## src/rtl/dual_issue_regfile_if.sv

```systemverilog
// ----------------------------------------------------------------------------
// dual_issue_regfile_if
//
// Purpose:
//   Bundles the write-back, read-address and read-data signals of the
//   dual-issue register file.  The clock and reset stay plain module ports.
//
// Signals:
//   RegWriteEn_inst0_WB / dest_reg_inst0_WB / writeData_inst0_WB
//       write-back slot 0 (older instruction)
//   RegWriteEn_inst1_WB / dest_reg_inst1_WB / writeData_inst1_WB
//       write-back slot 1 (younger instruction)
//   rs_inst0, rt_inst0, rs_inst1, rt_inst1
//       read addresses for the two decode slots
//   rsData_inst0, rtData_inst0, rsData_inst1, rtData_inst1
//       combinational read data
//   wb_commit_count    architectural register writes committed (wraps)
//   wb_conflict_count  same-destination conflict cycles (saturates)
//
// Modports:
//   master  the pipeline side: drives writes and addresses, receives data
//   slave   the register file itself
// ----------------------------------------------------------------------------
interface dual_issue_regfile_if;

    logic        RegWriteEn_inst0_WB;
    logic [4:0]  dest_reg_inst0_WB;
    logic [31:0] writeData_inst0_WB;

    logic        RegWriteEn_inst1_WB;
    logic [4:0]  dest_reg_inst1_WB;
    logic [31:0] writeData_inst1_WB;

    logic [4:0]  rs_inst0;
    logic [4:0]  rt_inst0;
    logic [4:0]  rs_inst1;
    logic [4:0]  rt_inst1;

    logic [31:0] rsData_inst0;
    logic [31:0] rtData_inst0;
    logic [31:0] rsData_inst1;
    logic [31:0] rtData_inst1;

    logic [31:0] wb_commit_count;
    logic [15:0] wb_conflict_count;

    modport master (
        output RegWriteEn_inst0_WB, dest_reg_inst0_WB, writeData_inst0_WB,
        output RegWriteEn_inst1_WB, dest_reg_inst1_WB, writeData_inst1_WB,
        output rs_inst0, rt_inst0, rs_inst1, rt_inst1,
        input  rsData_inst0, rtData_inst0, rsData_inst1, rtData_inst1,
        input  wb_commit_count, wb_conflict_count
    );

    modport slave (
        input  RegWriteEn_inst0_WB, dest_reg_inst0_WB, writeData_inst0_WB,
        input  RegWriteEn_inst1_WB, dest_reg_inst1_WB, writeData_inst1_WB,
        input  rs_inst0, rt_inst0, rs_inst1, rt_inst1,
        output rsData_inst0, rtData_inst0, rsData_inst1, rtData_inst1,
        output wb_commit_count, wb_conflict_count
    );

endinterface : dual_issue_regfile_if

```

## src/rtl/dual_issue_regfile.sv

```systemverilog
// ----------------------------------------------------------------------------
// dual_issue_regfile
//
// Purpose:
//   32 x 32-bit architectural register file for a two-wide pipeline.
//   Two write-back slots commit on the rising clock edge; four read ports
//   are purely combinational and forward same-cycle write-back data.
//   Register 0 is hard-wired to zero.
//
//   When both slots target the same non-zero register in one cycle, the
//   younger slot 1 wins and the cycle counts as a single commit plus one
//   conflict.
//
// Ports:
//   clk    single clock, all state updates on posedge
//   reset  asynchronous, active-low reset; clears registers and counters
//          at once, and forces every read port to zero while low
//   rf     dual_issue_regfile_if.slave (write-back, read ports, counters)
// ----------------------------------------------------------------------------
module dual_issue_regfile (
    input  logic                 clk,
    input  logic                 reset,
    dual_issue_regfile_if.slave  rf
);

    localparam int unsigned NUM_REGS     = 32;
    localparam int unsigned NUM_RD_PORTS = 4;
    localparam logic [15:0] CONFLICT_MAX = 16'hFFFF;

    // ------------------------------------------------------------------------
    // State
    // ------------------------------------------------------------------------
    logic [31:0] regs [NUM_REGS];
    logic [31:0] commit_cnt_q;
    logic [15:0] conflict_cnt_q;

    // ------------------------------------------------------------------------
    // Write-back qualification
    // ------------------------------------------------------------------------
    logic       wr0_valid;   // slot 0 enabled with a non-zero destination
    logic       wr1_valid;   // slot 1 enabled with a non-zero destination
    logic       same_dest;   // both valid and targeting the same register
    logic       wr0_commit;  // slot 0 survives (not overridden by slot 1)
    logic [1:0] commit_inc;  // architectural writes committed this cycle

    always_comb begin
        wr0_valid  = rf.RegWriteEn_inst0_WB && (rf.dest_reg_inst0_WB != 5'd0);
        wr1_valid  = rf.RegWriteEn_inst1_WB && (rf.dest_reg_inst1_WB != 5'd0);
        same_dest  = wr0_valid && wr1_valid
                     && (rf.dest_reg_inst0_WB == rf.dest_reg_inst1_WB);
        // Slot 0 data is dropped on a conflict, so it neither writes nor
        // counts; the conflict therefore contributes exactly one commit.
        wr0_commit = wr0_valid && !same_dest;
        commit_inc = {1'b0, wr0_commit} + {1'b0, wr1_valid};
    end

    // ------------------------------------------------------------------------
    // Register array
    // ------------------------------------------------------------------------
    // NOTE: the array is reset like ordinary flops because every register
    // must read zero the moment reset falls; a RAM macro could not do that.
    // Register 0 is reset and never written, so it stays zero for good.
    always_ff @(posedge clk or negedge reset) begin
        if (!reset) begin
            for (int i = 0; i < NUM_REGS; i++) begin
                regs[i] <= '0;
            end
        end else begin
            if (wr0_commit) begin
                regs[rf.dest_reg_inst0_WB] <= rf.writeData_inst0_WB;
            end
            if (wr1_valid) begin
                regs[rf.dest_reg_inst1_WB] <= rf.writeData_inst1_WB;
            end
        end
    end

    // ------------------------------------------------------------------------
    // Read ports with same-cycle write-back bypass
    // ------------------------------------------------------------------------
    logic [4:0]  rd_addr [NUM_RD_PORTS];
    logic [31:0] rd_data [NUM_RD_PORTS];

    assign rd_addr[0] = rf.rs_inst0;
    assign rd_addr[1] = rf.rt_inst0;
    assign rd_addr[2] = rf.rs_inst1;
    assign rd_addr[3] = rf.rt_inst1;

    // NOTE: every output gets a default before the priority chain so no
    // path leaves rd_data unassigned, which would otherwise infer a latch.
    always_comb begin
        for (int p = 0; p < NUM_RD_PORTS; p++) begin
            rd_data[p] = '0;
            if (!reset || (rd_addr[p] == 5'd0)) begin
                // Held in reset or reading r0: zero, bypass suppressed.
                rd_data[p] = '0;
            end else if (wr1_valid && (rd_addr[p] == rf.dest_reg_inst1_WB)) begin
                // Slot 1 is younger, so it takes priority over slot 0.
                rd_data[p] = rf.writeData_inst1_WB;
            end else if (wr0_valid && (rd_addr[p] == rf.dest_reg_inst0_WB)) begin
                rd_data[p] = rf.writeData_inst0_WB;
            end else begin
                rd_data[p] = regs[rd_addr[p]];
            end
        end
    end

    assign rf.rsData_inst0 = rd_data[0];
    assign rf.rtData_inst0 = rd_data[1];
    assign rf.rsData_inst1 = rd_data[2];
    assign rf.rtData_inst1 = rd_data[3];

    // ------------------------------------------------------------------------
    // Commit and conflict counters
    // ------------------------------------------------------------------------
    // NOTE: sequential state uses non-blocking assignments so every flop
    // samples the pre-edge values regardless of block evaluation order.
    always_ff @(posedge clk or negedge reset) begin
        if (!reset) begin
            commit_cnt_q   <= '0;
            conflict_cnt_q <= '0;
        end else begin
            // Free-running modulo 2^32, no overflow indication.
            commit_cnt_q <= commit_cnt_q + 32'(commit_inc);
            // Saturates so a long-running count never misleadingly wraps.
            if (same_dest && (conflict_cnt_q != CONFLICT_MAX)) begin
                conflict_cnt_q <= conflict_cnt_q + 16'd1;
            end
        end
    end

    assign rf.wb_commit_count   = commit_cnt_q;
    assign rf.wb_conflict_count = conflict_cnt_q;

endmodule : dual_issue_regfile

```

## src/flat_wrapper.sv

```systemverilog
// flat-port wrapper written by rule: the top's interface ports become plain ports
module dual_issue_regfile_flat 
  (clk, reset, rf_RegWriteEn_inst0_WB, rf_dest_reg_inst0_WB, rf_writeData_inst0_WB, rf_RegWriteEn_inst1_WB, rf_dest_reg_inst1_WB, rf_writeData_inst1_WB, rf_rs_inst0, rf_rt_inst0, rf_rs_inst1, rf_rt_inst1, rf_rsData_inst0, rf_rtData_inst0, rf_rsData_inst1, rf_rtData_inst1, rf_wb_commit_count, rf_wb_conflict_count);
  dual_issue_regfile_if rf_i ();
  input  logic clk;
  input  logic reset;
  input wire logic [$bits(rf_i.RegWriteEn_inst0_WB)-1:0] rf_RegWriteEn_inst0_WB;
  input wire logic [$bits(rf_i.dest_reg_inst0_WB)-1:0] rf_dest_reg_inst0_WB;
  input wire logic [$bits(rf_i.writeData_inst0_WB)-1:0] rf_writeData_inst0_WB;
  input wire logic [$bits(rf_i.RegWriteEn_inst1_WB)-1:0] rf_RegWriteEn_inst1_WB;
  input wire logic [$bits(rf_i.dest_reg_inst1_WB)-1:0] rf_dest_reg_inst1_WB;
  input wire logic [$bits(rf_i.writeData_inst1_WB)-1:0] rf_writeData_inst1_WB;
  input wire logic [$bits(rf_i.rs_inst0)-1:0] rf_rs_inst0;
  input wire logic [$bits(rf_i.rt_inst0)-1:0] rf_rt_inst0;
  input wire logic [$bits(rf_i.rs_inst1)-1:0] rf_rs_inst1;
  input wire logic [$bits(rf_i.rt_inst1)-1:0] rf_rt_inst1;
  output wire logic [$bits(rf_i.rsData_inst0)-1:0] rf_rsData_inst0;
  output wire logic [$bits(rf_i.rtData_inst0)-1:0] rf_rtData_inst0;
  output wire logic [$bits(rf_i.rsData_inst1)-1:0] rf_rsData_inst1;
  output wire logic [$bits(rf_i.rtData_inst1)-1:0] rf_rtData_inst1;
  output wire logic [$bits(rf_i.wb_commit_count)-1:0] rf_wb_commit_count;
  output wire logic [$bits(rf_i.wb_conflict_count)-1:0] rf_wb_conflict_count;
  assign rf_i.RegWriteEn_inst0_WB = rf_RegWriteEn_inst0_WB;
  assign rf_i.dest_reg_inst0_WB = rf_dest_reg_inst0_WB;
  assign rf_i.writeData_inst0_WB = rf_writeData_inst0_WB;
  assign rf_i.RegWriteEn_inst1_WB = rf_RegWriteEn_inst1_WB;
  assign rf_i.dest_reg_inst1_WB = rf_dest_reg_inst1_WB;
  assign rf_i.writeData_inst1_WB = rf_writeData_inst1_WB;
  assign rf_i.rs_inst0 = rf_rs_inst0;
  assign rf_i.rt_inst0 = rf_rt_inst0;
  assign rf_i.rs_inst1 = rf_rs_inst1;
  assign rf_i.rt_inst1 = rf_rt_inst1;
  assign rf_rsData_inst0 = rf_i.rsData_inst0;
  assign rf_rtData_inst0 = rf_i.rtData_inst0;
  assign rf_rsData_inst1 = rf_i.rsData_inst1;
  assign rf_rtData_inst1 = rf_i.rtData_inst1;
  assign rf_wb_commit_count = rf_i.wb_commit_count;
  assign rf_wb_conflict_count = rf_i.wb_conflict_count;
  dual_issue_regfile u_core (.clk(clk), .reset(reset), .rf(rf_i));
endmodule
```

## config.mk

```make
export PLATFORM = sky130hd
export DESIGN_NAME = dual_issue_regfile_flat
export DESIGN_NICKNAME = d
export VERILOG_FILES = /design/src/rtl/dual_issue_regfile_if.sv /design/src/rtl/dual_issue_regfile.sv /design/src/flat_wrapper.sv
export SDC_FILE = /design/constraint.sdc
export NUM_CORES = 2
export LEC_CHECK = 0
export ABC_AREA = 0
export ABC_CLOCK_PERIOD_IN_PS = 2500
export CAP_MARGIN = 5
export CORE_ASPECT_RATIO = 1.2
export CORE_MARGIN = 3
export CORE_UTILIZATION = 35
export CTS_CLUSTER_DIAMETER = 150
export CTS_CLUSTER_SIZE = 28
export DETAILED_ROUTE_END_ITERATION = 12
export HOLD_SLACK_MARGIN = 0.12
export PLACE_DENSITY = 0.57
export SYNTH_ARGS = -nofsm -noshare
export SYNTH_HDL_FRONTEND = slang
export SYNTH_SLANG_ARGS = --single-unit
```

## constraint.sdc

```tcl
create_clock -name clk -period 2.5 [get_ports clk]
set_input_delay 0.25 -clock clk [delete_from_list [all_inputs] [get_ports clk]]
set_output_delay 0.25 -clock clk [all_outputs]
set_load 0.02 [all_outputs]
```

==> impl_metrics.yaml <==
critical_path:
  critPathLaunch: "rf_rs_inst0[0]"
  worstSetupEndpoint: "rf_rsData_inst0[9]"
  r2r_end: "u_core.rf.wb_commit_count[26]"
  worstPathRequired_ns: 2.25
  cp-start-kind: "primary input"
  cp_data_arrival_time_ns: 3.05
  crit_chain: "buf_8 > buf_16 > buf_6 > or3b_2 > buf_12 > buf_4 > o221ai_1 > a211oi_2 > buf_4 > o311ai_4 > buf_6"
  crit_fanout: 11
  r2r_slack_ns: 0.25
  rr_worst_depth: 5
  path_class: "in -> out"
  critPathMaxStageDelay_ns: 0.56
  cp_slowest_cell: "o311ai_4"
  regToRegStartpoint: "u_core.rf.wb_commit_count[9]"
  cp-end-kind: "output pin"
die:
  ios: 274
  die_height_microns: 548
  rows: 198
  start_util_pct: 35.3
  core_area_sq_mm: 0.243
  die_w_microns: 458
  die_area_sq_mm: 0.251
sta:
  finalHoldViolCount: 0
  rsz0062_at_grt: "true"
  max_freq_ghz: 0.303
  tightest_slew_ns: 1.25
  setup_slack_ns: -0.796
  final_max_slew_viol_count: 0
  period_needed_ns: 3.30
  period_share_pct: 132
  setup_viol: 128
  tns_ns: -67.18
  clock-skew-final_ns: 0.0566
  slew_headroom_pct: 16.5
yosys:
  synth-edff-count: 0
  synthArstFlopShare_pct: 100
  syn_nets: 9299
  synth_warnings: 0
  synth_compound_area_share_pct: 17.9
  synth_top_area_cell: "dfrtp_1"
  synthSimpleGateAreaFrac_pct: 15.7
  synth_area_sq_mm: 0.0858
  synthXorXnorAreaFrac_pct: 0.919
  syn_inst: 9198
  muxShareOfSynthArea_pct: 28.0
  synth.area.top_cells: "dfrtp_1 (31%), mux4_2 (24%), nand2_1 (6.3%), a31oi_1 (5.3%), clkbuf_1 (3.9%)"
  synth_top_area_share_pct: 31.3
  yosysUniqueCellTypes: 72
  synth_top_family_by_area: "multiplexers"
  yosysSeqAreaShare_pct: 31.3
  avgSynthCellArea_sq_um: 9.33
  ys_ff_latch: 1072
  synth_fa_ha_area_share_pct: 0.0525
  synthFlopType: "dfrtp_1"
power_and_ir_drop:
  max-vdd-ir-drop_mv: 0.573
  leakagePower_nw: 46.3
  pwr_density_cell_mw_per_mm2: 643
final_layout:
  stdcell_area_sq_mm: 0.116
  layout_commonest_cell: "buf_4"
  fin_nets: 10500
  area_growth_pct: 35.2
  fin_util_pct: 47.7
  drive_gt1_share_pct: 39.7
  final_cell_mix: "buf_4 (1468), nand2_1 (1340), dfrtp_1 (1054)"
  fill_cells: 22500
clock_network:
  clkLatencyLatePin_ns: 0.82
  cts_tree: "done"
  cts_max_level: 2
  clockRootBuffer: "clkbuf_16"
  path_clk_slew_ns: 0.13
  cts_buffer_depth: 3
  clock_sinks: 1072
  cts_buffers: 47
grt:
  grt_usage_pct: 44.7
  grt_overflow_total: 0
  grt_start_max_net_pins: 146
  grt_pass1_vias: 94900
  grt_pass1_wl_microns: 785000
  antenna_found_initial: 47
worst_hold_path:
  hp-class: "in -> reg"
detailed_routing:
  ant_nets: 0
  firstDrtPassIters: 9
  viasPerCell: 7.22
  wirelength_microns: 577000
  drt_iter0_drc: 17300
  wl_per_cell_microns: 42.4
  vias: 98200
  drc: 0
status:
  failed_checks: "negative setup slack"
  status: "finished with violations"
flow_run:
  cap_violations: 0
placed_design:
  port_buffers: 273
  dpl.hpwl_microns: 408000
  dpl_worst_slack_ns: -1.38
  place.gp.congestion: 1.05
  placed_cell_area_sq_mm: 0.109
through the flow:
step | cells | hold slack (ns) | power (mW)
floorplan | 9198 | -0.0456 | 42.9
global placement | 13300 | 0.369 | 58.1
detailed placement | 13300 | 0.361 | 59.0
CTS | 13500 | 0.251 | 72.2
global route | 13600 | 0.283 | 76.6
finish | 13600 | 0.275 | 74.6
worst min-delay path by stage:
| stage | end | startpoint | depth (start not counted) |
|---|---|---|---|
| after floorplan | u_core.regs[0] | reset | 0 |
| after global placement | u_core.regs[264] | reset | 2 |
| after detailed placement | u_core.regs[264] | reset | 2 |
| after CTS | u_core.regs[843] | rf_writeData_inst1_WB[11] | 4 |
| after global routing | u_core.regs[875] | rf_writeData_inst1_WB[11] | 4 |
| final | u_core.regs[843] | rf_writeData_inst1_WB[11] | 4 |
cells by family (layout without fill, tap and decap cells):
| group | Yosys count | after routing |
|---|---|---|
| other | 0 | 34 |
| and+or+nand+nor | 3174 | 3174 |
| AOI/OAI and AO/OA | 2317 | 2317 |
| muxes | 1254 | 1254 |
| xor gates and xnor gates | 90 | 90 |
| buffers and inverters | 1288 | 2464 |
| adders and majority gates | 3 | 3 |
| DFF | 1072 | 1072 |
flip-flops by register name (all words and copies together) (netlist names):
signal	cells
u_core.regs	1024
u_core.rf.wb_commit_count	32
u_core.rf.wb_conflict_count	16
Yosys cell counts, types with 213 or more instances:
cell,count
mux2_2,215
buf_2,213
o21ai_0,454
o211ai_1,217
nand3_1,582
a22oi_1,271
dfrtp_1,1072
mux4_2,898
clkbuf_1,890
nor2_1,804
nand2_1,1429
a31oi_1,721
worst max-delay path, delay by kind of cell:
family	cells	cell delay, ns
buf+inv	7	1.32
compound gates	3	0.92
simple gates	1	0.50
final cells by class:
| class | instances | area (sq um) | share of cell area, % |
|---|---|---|---|
| clock inverter | 12 | 171 | 0.148 |
| antenna | 34 | 85.1 | 0.0733 |
| multi-input combinational | 6838 | 58600 | 50.5 |
| clock buffer | 48 | 1180 | 1.02 |
| timing repair buffer | 2364 | 25000 | 21.5 |
| inverter | 40 | 153 | 0.132 |
| tap | 3200 | 4000 | 3.45 |
| sequential | 1072 | 26800 | 23.1 |
power by group:
group	switching, mW	internal (mW)
combinational	18.4	19.4
clock	7.17	3.55
sequential	4.41	21.7
per-layer routing:
layer  track usage, %  up-vias  wire, microns
li1                 -    37200              -
met3             19.7     3030          86100
met2             63.1     9422         237000
met1             50.0    48500         186000
met5            0.532        -            437
met4             42.1       30          68300
repair_timing:
action	CTS	global route
pin swaps	369	111
gates resized for setup	986	171
buffers inserted	167	51
setup endpoints to repair	649	613
hold buffers	1	0
hold endpoints to repair	347	0
cloned	2	1
No activity file was read; power rests on OpenSTA's default activity.
